File: config.mk
export PLATFORM = sky130hd
export DESIGN_NAME = rshp_wctrl_flat
export DESIGN_NICKNAME = d
export VERILOG_FILES = /design/src/rtl/rshp_wctrl_if.sv /design/src/rtl/rshp_wctrl.sv /design/src/flat_wrapper.sv
export SDC_FILE = /design/constraint.sdc
export NUM_CORES = 1
export LEC_CHECK = 0
export BUFFER_PORTS_ARGS = -buffer_cell sky130_fd_sc_hd__buf_2
export CAP_MARGIN = 20
export CORE_AREA = 5 5 428 430
export DETAILED_ROUTE_END_ITERATION = 8
export DIE_AREA = 0 0 433 435
export HOLD_SLACK_MARGIN = 0.12
export SLEW_MARGIN = 10
export SYNTH_ARGS = -nofsm -noshare
export SYNTH_HDL_FRONTEND = slang
export SYNTH_SLANG_ARGS = --single-unit
File: constraint.sdc
create_clock -name clk -period 6.74 [get_ports clk]
set_input_delay 0.674 -clock clk [delete_from_list [all_inputs] [get_ports clk]]
set_output_delay 0.674 -clock clk [all_outputs]
set_load 0.02 [all_outputs]
File: src/rtl/rshp_wctrl_if.sv
// Input beat stream of the reshaper write controller.
// A beat moves on every rising clock edge where s_valid and s_ready are both high.
// s_valid must not wait for s_ready, and s_ready never depends on s_valid.
interface rshp_wctrl_if #(
    parameter int DW = 512
);
    localparam int BW = $clog2(DW/8) + 1;

    logic          s_valid;
    logic          s_ready;
    logic [DW-1:0] s_data;
    logic [BW-1:0] s_byte;

    modport master (
        output s_valid,
        output s_data,
        output s_byte,
        input  s_ready
    );

    modport slave (
        input  s_valid,
        input  s_data,
        input  s_byte,
        output s_ready
    );
endinterface

File: src/rtl/rshp_wctrl.sv
// Write-side controller of the reshaper byte FIFO. It admits a beat only when
// a full beat fits, counting the write still in flight, and stops after the job byte count.
module rshp_wctrl #(
    parameter int DW    = 512,
    parameter int BUFFW = 1536,
    parameter int LENW  = 32
) (
    input  logic                           clk,
    input  logic                           reset_n,
    input  logic                           init_pulse,
    input  logic                           start,
    input  logic [LENW-1:0]                cfg_total_byte,
    rshp_wctrl_if.slave                    s,
    input  logic [$clog2(BUFFW/8):0]       ffvbyte,
    output logic                           ffwreq,
    output logic [$clog2(DW/8):0]          ffwbyte,
    output logic [DW-1:0]                  ffwdata,
    output logic                           busy,
    output logic                           done,
    output logic                           err_trunc,
    output logic [1:0]                     dbg_state
);
    localparam int NB  = DW / 8;
    localparam int BW  = $clog2(NB) + 1;
    localparam int FW  = $clog2(BUFFW/8) + 1;
    localparam int FRW = FW + 1;

    typedef enum logic [1:0] {
        IDLE = 2'd0,
        RUN  = 2'd1,
        DONE = 2'd2
    } state_t;

    state_t            r_state;
    logic [LENW-1:0]   r_remaining;
    logic              r_ffwreq;
    logic [BW-1:0]     r_ffwbyte;
    logic [DW-1:0]     r_ffwdata;
    logic              r_busy;
    logic              r_done;
    logic              r_err_trunc;

    logic signed [FRW-1:0] w_free_raw;
    logic [FRW-1:0]        w_free;
    logic                  w_ready;
    logic                  w_accept;
    logic                  w_trunc;
    logic [BW-1:0]         w_wb;
    logic [LENW-1:0]       w_rem_next;
    logic [DW-1:0]         w_mdata;

    // Free space is pessimistic: the write issued last cycle is not yet in ffvbyte.
    always_comb begin
        w_free_raw = $signed(FRW'(BUFFW/8))
                   - $signed({1'b0, ffvbyte})
                   - $signed({{(FRW-BW){1'b0}}, (r_ffwreq ? r_ffwbyte : {BW{1'b0}})});
        w_free     = w_free_raw[FRW-1] ? {FRW{1'b0}} : w_free_raw;
    end

    assign w_ready  = (r_state == RUN) && (w_free >= FRW'(NB));
    assign w_accept = w_ready && s.s_valid;
    assign w_trunc  = LENW'(s.s_byte) > r_remaining;
    assign w_wb     = w_trunc ? r_remaining[BW-1:0] : s.s_byte;
    assign w_rem_next = r_remaining - LENW'(w_wb);

    always_comb begin
        w_mdata = '0;
        for (int i = 0; i < NB; i++) begin
            if (BW'(i) < w_wb) begin
                w_mdata[i*8 +: 8] = s.s_data[i*8 +: 8];
            end
        end
    end

    always_ff @(posedge clk or negedge reset_n) begin
        if (!reset_n) begin
            r_state     <= IDLE;
            r_remaining <= '0;
            r_ffwreq    <= 1'b0;
            r_ffwbyte   <= '0;
            r_ffwdata   <= '0;
            r_busy      <= 1'b0;
            r_done      <= 1'b0;
            r_err_trunc <= 1'b0;
        end else if (init_pulse) begin
            r_state     <= IDLE;
            r_remaining <= '0;
            r_ffwreq    <= 1'b0;
            r_ffwbyte   <= '0;
            r_ffwdata   <= '0;
            r_busy      <= 1'b0;
            r_done      <= 1'b0;
            r_err_trunc <= 1'b0;
        end else begin
            case (r_state)
                IDLE: begin
                    r_ffwreq  <= 1'b0;
                    r_ffwbyte <= '0;
                    r_ffwdata <= '0;
                    r_done    <= 1'b0;
                    if (start) begin
                        r_remaining <= cfg_total_byte;
                        r_err_trunc <= 1'b0;
                        if (cfg_total_byte == '0) begin
                            r_state <= DONE;
                            r_done  <= 1'b1;
                        end else begin
                            r_state <= RUN;
                            r_busy  <= 1'b1;
                        end
                    end
                end
                RUN: begin
                    if (w_accept) begin
                        r_ffwreq    <= (w_wb != '0);
                        r_ffwbyte   <= w_wb;
                        r_ffwdata   <= w_mdata;
                        r_remaining <= w_rem_next;
                        if (w_trunc) begin
                            r_err_trunc <= 1'b1;
                        end
                        // The last write and done share a cycle.
                        if (w_rem_next == '0) begin
                            r_state <= DONE;
                            r_done  <= 1'b1;
                            r_busy  <= 1'b0;
                        end
                    end else begin
                        r_ffwreq  <= 1'b0;
                        r_ffwbyte <= '0;
                        r_ffwdata <= '0;
                    end
                end
                DONE: begin
                    r_done    <= 1'b0;
                    r_ffwreq  <= 1'b0;
                    r_ffwbyte <= '0;
                    r_ffwdata <= '0;
                    r_busy    <= 1'b0;
                    r_state   <= IDLE;
                end
                default: begin
                    r_state <= IDLE;
                end
            endcase
        end
    end

    assign s.s_ready = w_ready;
    assign ffwreq    = r_ffwreq;
    assign ffwbyte   = r_ffwbyte;
    assign ffwdata   = r_ffwdata;
    assign busy      = r_busy;
    assign done      = r_done;
    assign err_trunc = r_err_trunc;
    assign dbg_state = r_state;
endmodule

File: src/flat_wrapper.sv
// flat-port wrapper written by rule: the top's interface ports become plain ports
module rshp_wctrl_flat 
#(
    parameter int DW    = 512,
    parameter int BUFFW = 1536,
    parameter int LENW  = 32
)
  (clk, reset_n, init_pulse, start, cfg_total_byte, ffvbyte, ffwreq, ffwbyte, ffwdata, busy, done, err_trunc, dbg_state, s_s_valid, s_s_data, s_s_byte, s_s_ready);
  rshp_wctrl_if #(.DW(DW)) s_i ();
  input  logic clk;
  input  logic reset_n;
  input  logic init_pulse;
  input  logic start;
  input  logic [LENW-1:0] cfg_total_byte;
  input  logic [$clog2(BUFFW/8):0] ffvbyte;
  output logic ffwreq;
  output logic [$clog2(DW/8):0] ffwbyte;
  output logic [DW-1:0] ffwdata;
  output logic busy;
  output logic done;
  output logic err_trunc;
  output logic [1:0] dbg_state;
  input wire logic [$bits(s_i.s_valid)-1:0] s_s_valid;
  input wire logic [$bits(s_i.s_data)-1:0] s_s_data;
  input wire logic [$bits(s_i.s_byte)-1:0] s_s_byte;
  output wire logic [$bits(s_i.s_ready)-1:0] s_s_ready;
  assign s_i.s_valid = s_s_valid;
  assign s_i.s_data = s_s_data;
  assign s_i.s_byte = s_s_byte;
  assign s_s_ready = s_i.s_ready;
  rshp_wctrl #(.DW(DW), .BUFFW(BUFFW), .LENW(LENW)) u_core (.clk(clk), .reset_n(reset_n), .init_pulse(init_pulse), .start(start), .cfg_total_byte(cfg_total_byte), .s(s_i), .ffvbyte(ffvbyte), .ffwreq(ffwreq), .ffwbyte(ffwbyte), .ffwdata(ffwdata), .busy(busy), .done(done), .err_trunc(err_trunc), .dbg_state(dbg_state));
endmodule
### Word-level counts from Yosys, hierarchy flattened

Cells that the tools add are included.

| storage, ports and cells | value |
|---|---|
| flip-flop bits (word level) | 557 |
| latch bits | 0 |
| bits in writable memories | 0 |
| memory bits (read-only) | 0 |
| input bits | 565 |
| output and inout port bits | 526 |
| word-level logic and storage cells | 202 |
| memories | 0 |

| operators by class | value |
|---|---|
| add/sub/neg operators | 3 |
| $mul | 0 |
| div/mod/pow operators | 0 |
| order comparisons | 66 |
| equality and inequality tests | 7 |
| shift operators | 0 |
| multiplexer cells | 103 |
| bitwise gates (word level) | 0 |
| reductions and logical operators | 15 |

Operators with widths:

| kind | count |
|---|---|
| $mux W512 | 2 |
| $pmux W512 S2 | 1 |
| $mux W8 | 64 |
| $lt A6 B7 Y1 const A | 32 |
| $lt A5 B7 Y1 const A | 16 |
| $mux W32 | 3 |
| $logic_not A32 Y1 | 2 |
| $pmux W32 S2 | 1 |
| $lt A4 B7 Y1 const A | 8 |
| $gt A7 B32 Y1 | 1 |
| $sub A32 B7 Y32 | 1 |
| $lt A3 B7 Y1 const A | 4 |
| $mux W7 | 4 |
| $mux W1 | 16 |
| $lt A1 B7 Y1 const A | 2 |
| $lt A2 B7 Y1 const A | 2 |
| $pmux W7 S2 | 1 |
| $ge A10 B7 Y1 const B | 1 |
| $mux W2 | 5 |
| $sub A10 B8 Y10 | 1 |
| $sub A8 B9 Y10 const A | 1 |
| $mux W9 | 1 |
| $ne A3 B3 Y1 const B | 3 |
| $reduce_and A3 Y1 | 3 |
| other kinds (14) | 19 |

### Logic depth before layout (Yosys ltp)

Gate-level depths: netlist (run 1).

| logic depth | value |
|---|---|
| depth in word-level cells | 9 |
| gate-level depth with buffers | 26 |

### Worst setup path before layout (run 1)

OpenSTA, ideal clock, no wires.

| path | value |
|---|---|
| path kind | register -> register |
| start | register u_core.r_remaining[8] |
| end | register u_core.r_done, in the netlist u_core.done |
| arrival | 5.915 ns |
| data required time | 6.636 ns |
| path slack | 0.721 ns |
| cell stages (with the launch flop) | 22 |
| path buffers | 3 |
| cells stage by stage | dfrtp_1 buf_6 or4_4 or4_4 nor4_4 nand3_1 buf_4 buf_1 o21ai_1 ha_1 nor2b_1 o21ai_0 nand2b_1 a221oi_1 o21a_1 a211oi_4 a2111oi_0 xnor2_1 nand2_1 or4b_1 or4_1 o311ai_1 |

| between the ends | value |
|---|---|
| cells in the longest elaborated chain, start to end | 6 |

Ends and longest elaborated chain:

| item | RTL line | text |
|---|---|---|
| start, declared | rshp_wctrl.sv:35 | `logic [LENW-1:0] r_remaining;` |
| start signal, assigned | rshp_wctrl.sv:102 | `r_remaining <= cfg_total_byte;` |
| start signal, assigned | rshp_wctrl.sv:118 | `r_remaining <= w_rem_next;` |
| $gt A7 B32 Y1 | rshp_wctrl.sv:62 | `assign w_trunc = LENW'(s.s_byte) > r_remaining;` |
| $mux W7 | rshp_wctrl.sv:63 | `assign w_wb = w_trunc ? r_remaining[BW-1:0] : s.s_byte;` |
| $sub A32 B7 Y32 (*) | rshp_wctrl.sv:64 | `assign w_rem_next = r_remaining - LENW'(w_wb);` |
| $logic_not A32 Y1 (*) | rshp_wctrl.sv:123 | `if (w_rem_next == '0) begin` |
| $ne A3 B3 Y1 (no line) (*) | n/a |  |
| $reduce_and A3 Y1 (no line) (*) | n/a |  |
| end signal, assigned | rshp_wctrl.sv:83 | `r_done <= 1'b0;` |
| end signal, assigned | rshp_wctrl.sv:125 | `r_done <= 1'b1;` |
| end signal, assigned | rshp_wctrl.sv:135 | `r_done <= 1'b0;` |
| end, declared | rshp_wctrl.sv:40 | `logic r_done;` |

Every way passes the cells marked *; elsewhere a longest branch is shown, timed or not.
A chain may end at the register's enable or synchronous reset.

### Worst setup path after layout (run 1)

| path | value |
|---|---|
| start | register u_core.r_remaining[5] |
| end | register u_core.r_done, in the netlist u_core.done |

The elaborated chain is that of the path after synthesis.

==> flow_summary_export.csv, run 1 <==
group,metric,value,unit
grt,grt.overflow.total,0,
drt,first_pass_iters,5,
drt,ant_nets,0,
finish,drive_gt1_share,42.5,%
finish,fin_cells,5526,
setup_path,cp.required,7.34,ns
grt,grt.total_usage,17.5,%
synthesis,ys.flop_type,"dfrtp_1",
grt,grt_pass1_wl,221000,um
floorplan,die_x,433,um
drt,drc_errors,0,
synthesis,synth_seq_area_share,61.4,%
status,outcome,"finished, final reports clean",
floorplan,io-pin-count,1091,
grt,grt_start_max_net_pins,147,
clock_network,post_cts_resize_count,0,
grt,antenna_found_initial,105,
sta,period_share,95.6,%
sta,finalSetupTns,0,ns
setup_path,worst-path-max-fanout,13,
drt,drt_iter0_markers,2066,
finish,fin_nets,3655,
floorplan,die_area,188000,um^2
sta,hold_viol_final,0,
setup_path,crit_start,"u_core.r_remaining[5]$_DFFE_PN0P_",
drt,vias,22858,
synthesis,netlist_area,22700,um^2
floorplan,core_area,179000,um^2
setup_path,worstReg2RegStart,"u_core.r_remaining[5]$_DFFE_PN0P_",
synthesis,synth_cell_types,81,
synthesis,synth_cells,1809,
synthesis,ys_ff_latch,557,
synthesis,yosys-top-cells-count,"557 x dfrtp_1, 513 x a22o_1, 97 x a21oi_1",
pwr,cellPowerDensity,261,nW/um^2
synthesis,avgSynthCellArea,12.6,um^2
sta,fin_worst_skew,0.0471,ns
synthesis,synthTopCellsByArea,"dfrtp_1 61%, a22o_1 20%, a21oi_1 2.1%",
finish,syn_to_final_growth,55.3,%
synthesis,ys_warn_count,0,
synthesis,yosysMostFrequentCell,"dfrtp_1",
synthesis,synth-edff-count,0,
drt,wire_per_inst,31.1,um
clock_network,numCtsBuffers,73,
floorplan,fp-row-count,156,
drt,routed_wl,172000,um
clock_network,cts_tree,"done",
clock_network,cts.sinks,557,
setup_path,arrival,7.04,ns
synthesis,async_reset_ff_share,100,%
clock_network,cts-root-buf,"clkbuf_16",
clock_network,htree_levels,3,
sta,setup_violations,0,
sta,relSlewSlack,16.8,%
floorplan,dieHeight,435,um
setup_path,startpoint_type,"register",
place,gp_congestion,0.972,
clock_network,hold_buffers,113,
place,portBuffers,1090,
place,dpl.hpwl,142000,um
drt,viasPerCell,4.14,
pwr,ir_worst_vdd,0.165,mV
worst_hold_path,hold_class,"input pin to register",
sta,period_needed,6.44,ns
synthesis,yosys.area.top_type,"dfrtp_1",
synthesis,syn_nets,2405,
pwr,p_leak,18.2,nW
sta,fmaxAchievable,155,MHz
floorplan,start_util,12.7,%
clock_network,cts_max_path_buffers,3,
sta,drv_slew,0,
place,dpl_cell_area,31500,um^2
clock_network,postCtsSetupBuffers,0,
finish,fillers,19595,
clock_network,clkTransAtPathRegs,0.06,ns
worst_hold_path,min-delay-start,"s_s_data[464]",
synthesis,yosysTopAreaCellShare,61.4,%
setup_path,critPathKind,"register to register",
finish,final_area,35300,um^2
setup_path,cp-end-kind,"register",
sta,worstMarginPinSlew,1.25,ns
clock_network,clk_latency,0.70,ns
place,dp_cells,5239,
sta,rsz0062_at_grt,"false",
flow_run,maxCapViolCount,0,
grt,grt_pass1_vias,22738,
## worst max-delay path, stage by stage (launching register included)
cell       delay (ns)
dfrtp_1          0.60
inv_1            0.19
ha_1             0.34
a211oi_1         0.08
or3_1            0.38
a21boi_0         0.41
nand3_1          0.18
buf_4            0.18
o21ai_1          0.30
ha_1             0.23
nor2b_1          0.04
o21ai_0          0.24
nand2b_1         0.15
a221oi_1         0.49
o21a_1           0.24
a211oi_4         0.11
a2111oi_1        0.60
xnor2_1          0.22
nand4_1          0.14
or4b_1           0.61
or4_1            0.52
o311ai_1         0.10
## sequential cells by signal (all words and copies together), names as in the netlist
register / flops
u_core.r_remaining: 32
u_core.ffwdata: 512
u_core.done: 1
u_core.err_trunc: 1
u_core.busy: 1
u_core.ffwreq: 1
u_core.ffwbyte: 7
u_core.dbg_state: 2
## cells in the final DEF, fill, tap and decap left out, drive strengths merged, types with 8 or more instances in the layout
master,count
a22o,513
nor2,78
dlygate4sd3,113
nand2,59
nand3,9
clkinv,17
buf,1166
nor2b,11
nor3,25
and3,11
o21ai,67
ha,29
a21oi,99
a2111oi,8
a211oi,8
diode,38
or3,13
nand2b,9
a21o,19
clkbuf,102
nor4,21
nand4,10
inv,44
dfrtp,557
xnor2,14
## per-layer routing
metal	track usage (%)	vias to the layer above	routed length [um]
met3	5.60	295	14500
met4	7.65	44	8180
met1	19.4	11665	62300
li1	-	9588	-
met5	0	-	291
met2	30.7	1266	86400
## worst paths after layout
kind	end	slack [ns]	cells after the start
setup / recovery	u_core.done$_DFFE_PN0P_	0.30	21
hold / removal	u_core.ffwdata[464]$_DFFE_PN0P_	0.19	2
setup reg to reg	u_core.done$_DFFE_PN0P_	0.30	21
hold reg to reg	u_core.ffwdata[316]$_DFFE_PN0P_	0.50	1
max in group asynchronous	u_core.ffwbyte[2]$_DFFE_PN0P_	4.60	4
min in group asynchronous	u_core.ffwdata[423]$_DFFE_PN0P_	0.62	2
## where the power goes
| part | switching [mW] | total [mW] | internal (mW) |
|---|---|---|---|
| registers | 0.0947 | 3.50 | 3.40 |
| clock network | 1.70 | 4.20 | 2.49 |
| logic | 1.01 | 1.50 | 0.493 |
## final cells by class
class | count | area, um^2 | area share [%]
sequential | 557 | 13900 | 39.5
multi-input combinational | 1110 | 8300 | 23.5
timing repair buffer | 1279 | 7270 | 20.6
tap | 2370 | 2970 | 8.41
clock buffer | 102 | 2130 | 6.03
clock inverter | 32 | 419 | 1.19
inverter | 38 | 143 | 0.404
antenna | 38 | 95.1 | 0.270
## kinds of logic (layout without fill, tap and decap cells)
group	count (synthesis)	after routing	synth area share [%]
AOI/OAI and AO/OA	778	778	27.2
DFF	557	557	61.4
and+or+nand+nor	276	276	6.21
buffers and inverters	142	1451	2.44
adders and majority gates	31	31	1.77
xor gates and xnor gates	18	18	0.694
muxes	7	7	0.319
other	0	38	0
## through the flow
| stage | total power, mW | utilization, % | worst slack (ns) | hold WS [ns] |
|---|---|---|---|---|
| after floorplan | 4.25 | - | 0.721 | 0.378 |
| after global placement | 4.97 | 17.5 | 0.435 | 0.482 |
| after detailed placement | 4.97 | 17.5 | 0.439 | 0.485 |
| after CTS | 9.33 | 19.6 | 0.558 | 0.120 |
| after global routing | 9.57 | 19.6 | 0.0387 | 0.151 |
| final | 9.20 | 19.7 | 0.300 | 0.192 |
No activity file was read; power rests on OpenSTA's default activity.
==> inputs of run 2 (changes only) <==
--- a/config.mk
+++ b/config.mk
@@ -5,11 +5,12 @@
 export SDC_FILE = /design/constraint.sdc
 export NUM_CORES = 1
 export LEC_CHECK = 0
+export ABC_AREA = 1
 export BUFFER_PORTS_ARGS = -buffer_cell sky130_fd_sc_hd__buf_2
 export CAP_MARGIN = 20
-export CORE_AREA = 5 5 428 430
+export CORE_AREA = 5 5 416 418
 export DETAILED_ROUTE_END_ITERATION = 8
-export DIE_AREA = 0 0 433 435
+export DIE_AREA = 0 0 421 423
 export HOLD_SLACK_MARGIN = 0.12
 export SLEW_MARGIN = 10
 export SYNTH_ARGS = -nofsm -noshare
==> constraint.sdc (replaced) <==
create_clock -name clk -period 7.9 [get_ports clk]
set_input_delay 0.79 -clock clk [delete_from_list [all_inputs] [get_ports clk]]
set_output_delay 0.79 -clock clk [all_outputs]
set_load 0.02 [all_outputs]
==> run 2 against run 1 <==
First-iteration DRC count grew 31%; clock power down 15%; fmax rose by 33%; register-to-register slack gained 2.7 ns; via count up 18%; flip-flop and latch count stayed put; non-clock buffer count is 148 lower; hold slack gained 0.13 ns; sequential share of layout area fell by 0.63 points; design area increased by 1.6%.
==> flow_summary_export.csv, run 2 <==
group,metric,value,unit
sta,setup_violations,0,
setup_path,cp.required,8.46,ns
finish,final_cell_mix,"1089 x buf_2, 700 x nand3_1, 557 x dfrtp_1",
pwr,p_comb_share,26.6,%
drt,met1_length,63900,um
synthesis,yosys-top-cells-count,"700 x nand3_1, 557 x dfrtp_1, 439 x nand2_1",
synthesis,syn_nets,3437,
clock_network,cts_max_path_buffers,3,
drt,drt_iter0_markers,2710,
finish,largest_reg_flops,512,
pwr,cellPowerDensity,252,nW/um^2
place,gp_congestion,0.992,
drt,route.met2.wl,79000,um
drt,wl_met3,13200,um
sta,fin_worst_skew,0.0289,ns
pwr,sw_frac_of_total,38.0,%
synthesis,avgSynthCellArea,8.86,um^2
synthesis,netlist_area,25200,um^2
clock_network,cts-root-buf,"clkbuf_16",
synthesis,ys_warn_count,0,
status,outcome,"finished, final reports clean",
clock_network,htree_levels,3,
drt,first_pass_iters,5,
setup_path,r2r_slack,3.05,ns
finish,layout_commonest_cell,"buf_2",
setup_path,r2r-end,"u_core.ffwdata[435]$_DFFE_PN0P_",
finish,post-route-util,21.2,%
sta,hold_viol_final,0,
drt,routed_wl,166000,um
grt,antenna_found_initial,103,
grt,grt.overflow.total,0,
worst_hold_path,hold_class,"input pin to register",
pwr,seqPwrFrac,33.8,%
pwr,p_leak,19.8,nW
setup_path,critPathKind,"register to register",
drt,top_layer,"met5",
clock_network,postCtsSetupBuffers,0,
pwr,clkPwrFrac,39.5,%
clock_network,post_cts_resize_count,0,
clock_network,cts.sinks,557,
sta,worstMarginPinSlew,1.43,ns
setup_path,critical-path-max-stage-delay,0.78,ns
pwr,switching_power,3.43,mW
floorplan,die_area,178000,um^2
drt,wire_per_inst,26.7,um
floorplan,start_util,14.9,%
setup_path,arrival,5.41,ns
sta,relSlewSlack,4.38,%
floorplan,dieHeight,423,um
floorplan,core_area,169000,um^2
floorplan,io-pin-count,1091,
grt,grt_start_max_net_pins,202,
drt,ant_nets,0,
finish,fin_nets,4485,
drt,drc_errors,0,
synthesis,synth_cells,2841,
synthesis,yosysMostFrequentCell,"nand3_1",
finish,syn_to_final_growth,42.4,%
synthesis,synthTopCellsByArea,"dfrtp_1 55%, nand3_1 14%, nand2_1 6.5%",
worst_hold_path,holdPathStages,3,
setup_path,worstReg2RegStart,"u_core.r_remaining[25]$_DFFE_PN0P_",
finish,drive_gt1_share,34.1,%
synthesis,synth_seq_area_share,55.4,%
setup_path,crit_slowest_cell,"nor2_1",
setup_path,crit_buf_inv,2,
clock_network,clk_latency,0.70,ns
grt,grt.total_usage,17.8,%
synthesis,synth-edff-count,0,
place,dpl.hpwl,133000,um
synthesis,async_reset_ff_share,100,%
floorplan,die_x,421,um
synthesis,synth_cell_types,50,
clock_network,cts_tree,"done",
sta,period_share,61.4,%
pwr,intPower,5.59,mW
sta,finalSetupTns,0,ns
synthesis,yosysTopAreaCellShare,55.4,%
drt,viasPerCell,4.36,
setup_path,cp-end-kind,"register",
setup_path,r2r_cells,15,
worst_hold_path,min_to,"u_core.ffwdata[151]$_DFFE_PN0P_",
clock_network,clkTransAtPathRegs,0.06,ns
setup_path,crit_family,"simple AND/OR/NAND/NOR gates",
setup_path,startpoint_type,"register",
sta,rsz0062_at_grt,"false",
setup_path,worstPathCellList,"nor2_2, nand2_1, nor2_1, nand2_1, nor2_4, nand2_4, clkinv_2, nor2_2, a21oi_4, inv_2, nand2_4, o21ai_0, nor2_1, nand3_1, o21ai_0",
grt,grt_pass1_wl,222000,um
sta,drv_slew,0,
synthesis,ys.flop_type,"dfrtp_1",
pwr,ir_worst_vdd,0.170,mV
grt,grt_pass1_vias,25862,
setup_path,worst-path-max-fanout,14,
place,portBuffers,1090,
setup_path,crit_start,"u_core.r_remaining[25]$_DFFE_PN0P_",
clock_network,numCtsBuffers,76,
sta,fmaxAchievable,206,MHz
synthesis,yosys.area.top_type,"dfrtp_1",
synthesis,ys_ff_latch,557,
floorplan,fp-row-count,151,
worst_hold_path,min-delay-start,"s_s_data[151]",
flow_run,maxCapViolCount,0,
sta,holdWs,0.320,ns
sta,period_needed,4.85,ns
drt,vias,27066,
[run 2: worst max path at each step]
stage | end | slack, ns | cells after the start
after floorplan | u_core.dbg_state[1]$_DFFE_PN0P_ | 3.75 | 29
after global placement | u_core.ffwdata[425]$_DFFE_PN0P_ | 2.74 | 16
after detailed placement | u_core.ffwdata[435]$_DFFE_PN0P_ | 2.71 | 16
after CTS | u_core.ffwdata[435]$_DFFE_PN0P_ | 3.08 | 17
after global routing | u_core.dbg_state[1]$_DFFE_PN0P_ | 2.80 | 24
final | u_core.ffwdata[435]$_DFFE_PN0P_ | 3.05 | 15
[run 2: metrics by stage]
| stage | total power, mW | setup WS [ns] | std cells | instance area, um^2 |
|---|---|---|---|---|
| 2_1_floorplan | 4.57 | 3.75 | 2841 | 25200 |
| 3_3_place_gp | 5.46 | 2.74 | 6026 | 33200 |
| 5_1_grt | 9.44 | 2.80 | 6180 | 35800 |
| 4_1_cts | 9.13 | 3.08 | 6162 | 35700 |
| 3_5_place_dp | 5.48 | 2.71 | 6027 | 33200 |
| 6_report | 9.02 | 3.05 | 6210 | 35800 |
[run 2: layout make-up]
cell class / instances / area, um^2
fill: 18739 / 133000
sequential: 557 / 13900
multi-input combinational: 1786 / 9370
timing repair buffer: 1131 / 5860
tap: 2218 / 2780
clock buffer: 109 / 2190
inverter: 337 / 1270
clock inverter: 25 / 319
antenna: 47 / 118
[run 2: worst register-to-register path, stage by stage (launching register included)]
cell      delay [ns]
dfrtp_1         0.45
nor2_2          0.18
nand2_1         0.11
nor2_1          0.30
nand2_1         0.15
nor2_4          0.15
nand2_4         0.16
clkinv_2        0.20
nor2_2          0.07
a21oi_4         0.41
inv_2           0.13
nand2_4         0.16
o21ai_0         0.26
nor2_1          0.78
nand3_1         0.73
o21ai_0         0.48
[run 2: power groups by stage]
stage	sequential, mW	combinational [mW]	clock (mW)
floorplan	3.08	1.49	0
finish	3.05	2.40	3.56
CTS	3.05	2.39	3.69
detailed placement	3.10	2.38	0
global route	3.06	2.60	3.78
global placement	3.10	2.36	0
[run 2: cells by family after synthesis]
family	count (synthesis)	synth area share, %
and+or+nand+nor	1316	24.4
DFF	557	55.4
buffers and inverters	498	7.60
AOI/OAI and AO/OA	434	10.8
adders and majority gates	31	1.60
xor gates and xnor gates	4	0.139
muxes	1	0.0398
[run 2: repair_timing]
item                                    4_1_cts  5_1_grt
endpoints found under the setup margin        0        0
hold buffers                                  1        0
hold endpoints to repair                     64        0
[run 2: routing by layer]
layer  up-vias  track usage [%]
met4        40             9.25
met1     13474             21.2
met5         -                0
met3       356             4.63
li1      11755                -
met2      1441             29.5
==> inputs of run 3 (changes only) <==
--- a/config.mk
+++ b/config.mk
@@ -5,12 +5,12 @@
 export SDC_FILE = /design/constraint.sdc
 export NUM_CORES = 1
 export LEC_CHECK = 0
-export ABC_AREA = 1
+export ABC_AREA = 0
 export BUFFER_PORTS_ARGS = -buffer_cell sky130_fd_sc_hd__buf_2
 export CAP_MARGIN = 20
-export CORE_AREA = 5 5 416 418
+export CORE_AREA = 5 5 427 429
 export DETAILED_ROUTE_END_ITERATION = 8
-export DIE_AREA = 0 0 421 423
+export DIE_AREA = 0 0 432 434
 export HOLD_SLACK_MARGIN = 0.12
 export SLEW_MARGIN = 10
 export SYNTH_ARGS = -nofsm -noshare
==> constraint.sdc (replaced) <==
create_clock -name clk -period 4.31 [get_ports clk]
set_input_delay 0.431 -clock clk [delete_from_list [all_inputs] [get_ports clk]]
set_output_delay 0.431 -clock clk [all_outputs]
set_load 0.02 [all_outputs]
==> run 3 against run 2 <==
The flow now finishes with violations (negative setup slack); routed wire length is 5.8% higher; combinational power is 59% higher; clock skew is 0.0068 ns higher; setup slack worse by 4.5 ns; hold slack worse by 0.15 ns; register-to-register slack worse by 4.5 ns; clock-buffer cell count is 13 lower; via count is 5.7% lower; utilization is 2.5 points higher; critical path type unchanged; largest cell class unchanged; largest power group unchanged.
==> flow_summary_export.csv, run 3 (synthesis gave the netlist of run 1 again) <==
group,metric,value,unit
floorplan,core_area,178000,um^2
status,failed_checks,"negative setup slack",
finish,layout_commonest_cell,"buf_2",
pwr,cellPowerDensity,379,nW/um^2
finish,fin_nets,4297,
sta,period_needed,5.72,ns
finish,syn_to_final_growth,86.2,%
sta,drv_slew,0,
drt,drc_errors,0,
pwr,ir_worst_vdd,0.287,mV
status,outcome,"finished with violations",
worst_hold_path,hold_class,"input pin to register",
flow_run,maxCapViolCount,0,
sta,rsz0062_at_grt,"true",
sta,hold_viol_final,0,
place,dp_cells,5417,
setup_path,cp.required,4.88,ns
sta,setup_ws,-1.41,ns
clock_network,cts-root-buf,"clkbuf_16",
floorplan,fp-row-count,155,
sta,fmaxAchievable,175,MHz
clock_network,numCtsBuffers,75,
finish,largest_reg_flops,512,
sta,period_share,133,%
floorplan,die_x,432,um
sta,relSlewSlack,32.4,%
drt,viasPerCell,4.13,
pwr,sw_frac_of_total,31.5,%
place,gp_congestion,0.946,
pwr,p_comb_share,23.9,%
finish,final_cell_mix,"1088 x buf_2, 557 x dfrtp_1, 536 x dlygate4sd3_1",
place,portBuffers,1090,
floorplan,start_util,12.8,%
sta,fin_worst_skew,0.0357,ns
pwr,p_leak,21.3,nW
clock_network,clk_latency,0.71,ns
drt,ant_nets,0,
clock_network,htree_levels,3,
pwr,intPower,11.0,mW
clock_network,cts_max_path_buffers,3,
floorplan,dieHeight,434,um
setup_path,worst-path-max-fanout,4,
sta,worstMarginPinSlew,1.01,ns
setup_path,r2r_cells,18,
finish,fin_cells,6183,
sta,setup_violations,31,
place,dpl.hpwl,141000,um
floorplan,io-pin-count,1091,
pwr,switching_power,5.04,mW
clock_network,cts.sinks,557,
grt,grt.total_usage,17.8,%
grt,grt_start_max_net_pins,193,
grt,grt_pass1_vias,26268,
pwr,seqPwrFrac,33.6,%
finish,post-route-util,23.8,%
pwr,total_power,16.0,mW
drt,first_pass_iters,5,
setup_path,startpoint_type,"register",
setup_path,worstReg2RegStart,"u_core.r_remaining[10]$_DFFE_PN0P_",
drt,drt_iter0_markers,1815,
drt,wire_per_inst,28.4,um
grt,grt.overflow.total,0,
grt,antenna_found_initial,103,
finish,drive_gt1_share,43.3,%
setup_path,cp-end-kind,"register",
grt,grt_pass1_wl,229000,um
clock_network,clkTransAtPathRegs,0.06,ns
clock_network,cts_tree,"done",
setup_path,arrival,6.29,ns
setup_path,critPathKind,"register to register",
floorplan,die_area,187000,um^2
drt,vias,25524,
pwr,clkPwrFrac,42.5,%
setup_path,r2r-end,"u_core.done$_DFFE_PN0P_",
setup_path,r2r_slack,-1.41,ns
drt,routed_wl,176000,um
setup_path,crit_start,"u_core.r_remaining[10]$_DFFE_PN0P_",
setup_path,endpoint,"u_core.done$_DFFE_PN0P_",
==> run 3: cell types whose count changed in the layout (fill, tap and decap cells not counted), moves of 16 or more <==
cell	previous run	this run
inv_2	19	2
inv_1	315	34
a21oi_1	18	79
a32o_1	72	2
dlygate4sd3_1	1	536
buf_12	6	24
a22o_1	1	513
nand3_1	700	6
diode_2	47	66
buf_6	0	27
buf_4	33	242
o21ai_0	250	29
a21o_1	2	18
nand2_1	439	54
==> run 3: repair_timing <==
action | 4_1_cts | 5_1_grt
endpoints found under the hold margin | 612 | 0
pin swaps | 11 | 29
endpoints found under the setup margin | 71 | 122
hold buffers | 536 | 0
resized for setup | 51 | 108
gates cloned | 0 | 0
buffers inserted | 10 | 21
==> run 3: worst min-delay path by stage <==
stage / start / endpoint / slack (ns) / depth (start not counted)
2_1_floorplan: reset_n / u_core.busy$_DFFE_PN0P_ / 0.14 / 0
6_report: cfg_total_byte[17] / u_core.r_remaining[17]$_DFFE_PN0P_ / 0.17 / 3
5_1_grt: cfg_total_byte[17] / u_core.r_remaining[17]$_DFFE_PN0P_ / 0.13 / 3
3_5_place_dp: u_core.ffwdata[294]$_DFFE_PN0P_ / u_core.ffwdata[294]$_DFFE_PN0P_ / 0.49 / 1
3_3_place_gp: u_core.ffwdata[0]$_DFFE_PN0P_ / u_core.ffwdata[0]$_DFFE_PN0P_ / 0.48 / 1
4_1_cts: cfg_total_byte[4] / u_core.r_remaining[4]$_DFFE_PN0P_ / 0.14 / 4
==> run 3: cell type report <==
type | instances | area, um^2
inverter | 38 | 146
fill | 18926 | 136000
multi-input combinational | 1110 | 9020
sequential | 557 | 13900
antenna | 66 | 165
clock buffer | 96 | 2050
clock inverter | 42 | 579
tap | 2355 | 2950
timing repair buffer | 1919 | 13400
==> run 3: power groups by stage <==
stage | clock (mW) | combinational [mW] | sequential [mW]
after detailed placement | 0 | 2.95 | 5.48
final | 6.80 | 3.82 | 5.39
after floorplan | 0 | 1.21 | 5.53
after CTS | 7.02 | 3.53 | 5.38
after global routing | 7.17 | 4.04 | 5.39
after global placement | 0 | 2.96 | 5.47
==> run 3: per-layer routing <==
metal / track usage, % / share of wire, %
met5: 0.468 / 0.20
met4: 10.8 / 6.7
met3: 5.30 / 7.6
met2: 30.0 / 49
met1: 19.9 / 37
==> run 3: through the flow <==
step	instance area, um^2	hold WS (ns)	setup TNS [ns]	setup slack [ns]
2_1_floorplan	22900	0.135	-5.74	-1.19
3_3_place_gp	33300	0.482	-16.58	-1.29
3_5_place_dp	33300	0.485	-15.64	-1.38
4_1_cts	41600	0.139	-9.66	-1.25
5_1_grt	42200	0.129	-16.10	-1.52
6_report	42300	0.168	-10.94	-1.41
==> run 3: critical path, stage by stage, from the launching register on <==
cell	delay (ns)
dfrtp_1	0.38
or4_4	0.54
or4_4	0.47
nor4_4	0.27
buf_4	0.19
nand3_4	0.09
a21o_4	0.25
buf_6	0.12
fa_2	0.37
buf_4	0.15
xor2_1	0.18
nand3_1	0.15
a2111oi_1	0.43
o2111ai_1	0.32
nor4_1	0.38
nand4_1	0.19
or4b_4	0.53
or4_1	0.49
o311ai_1	0.11
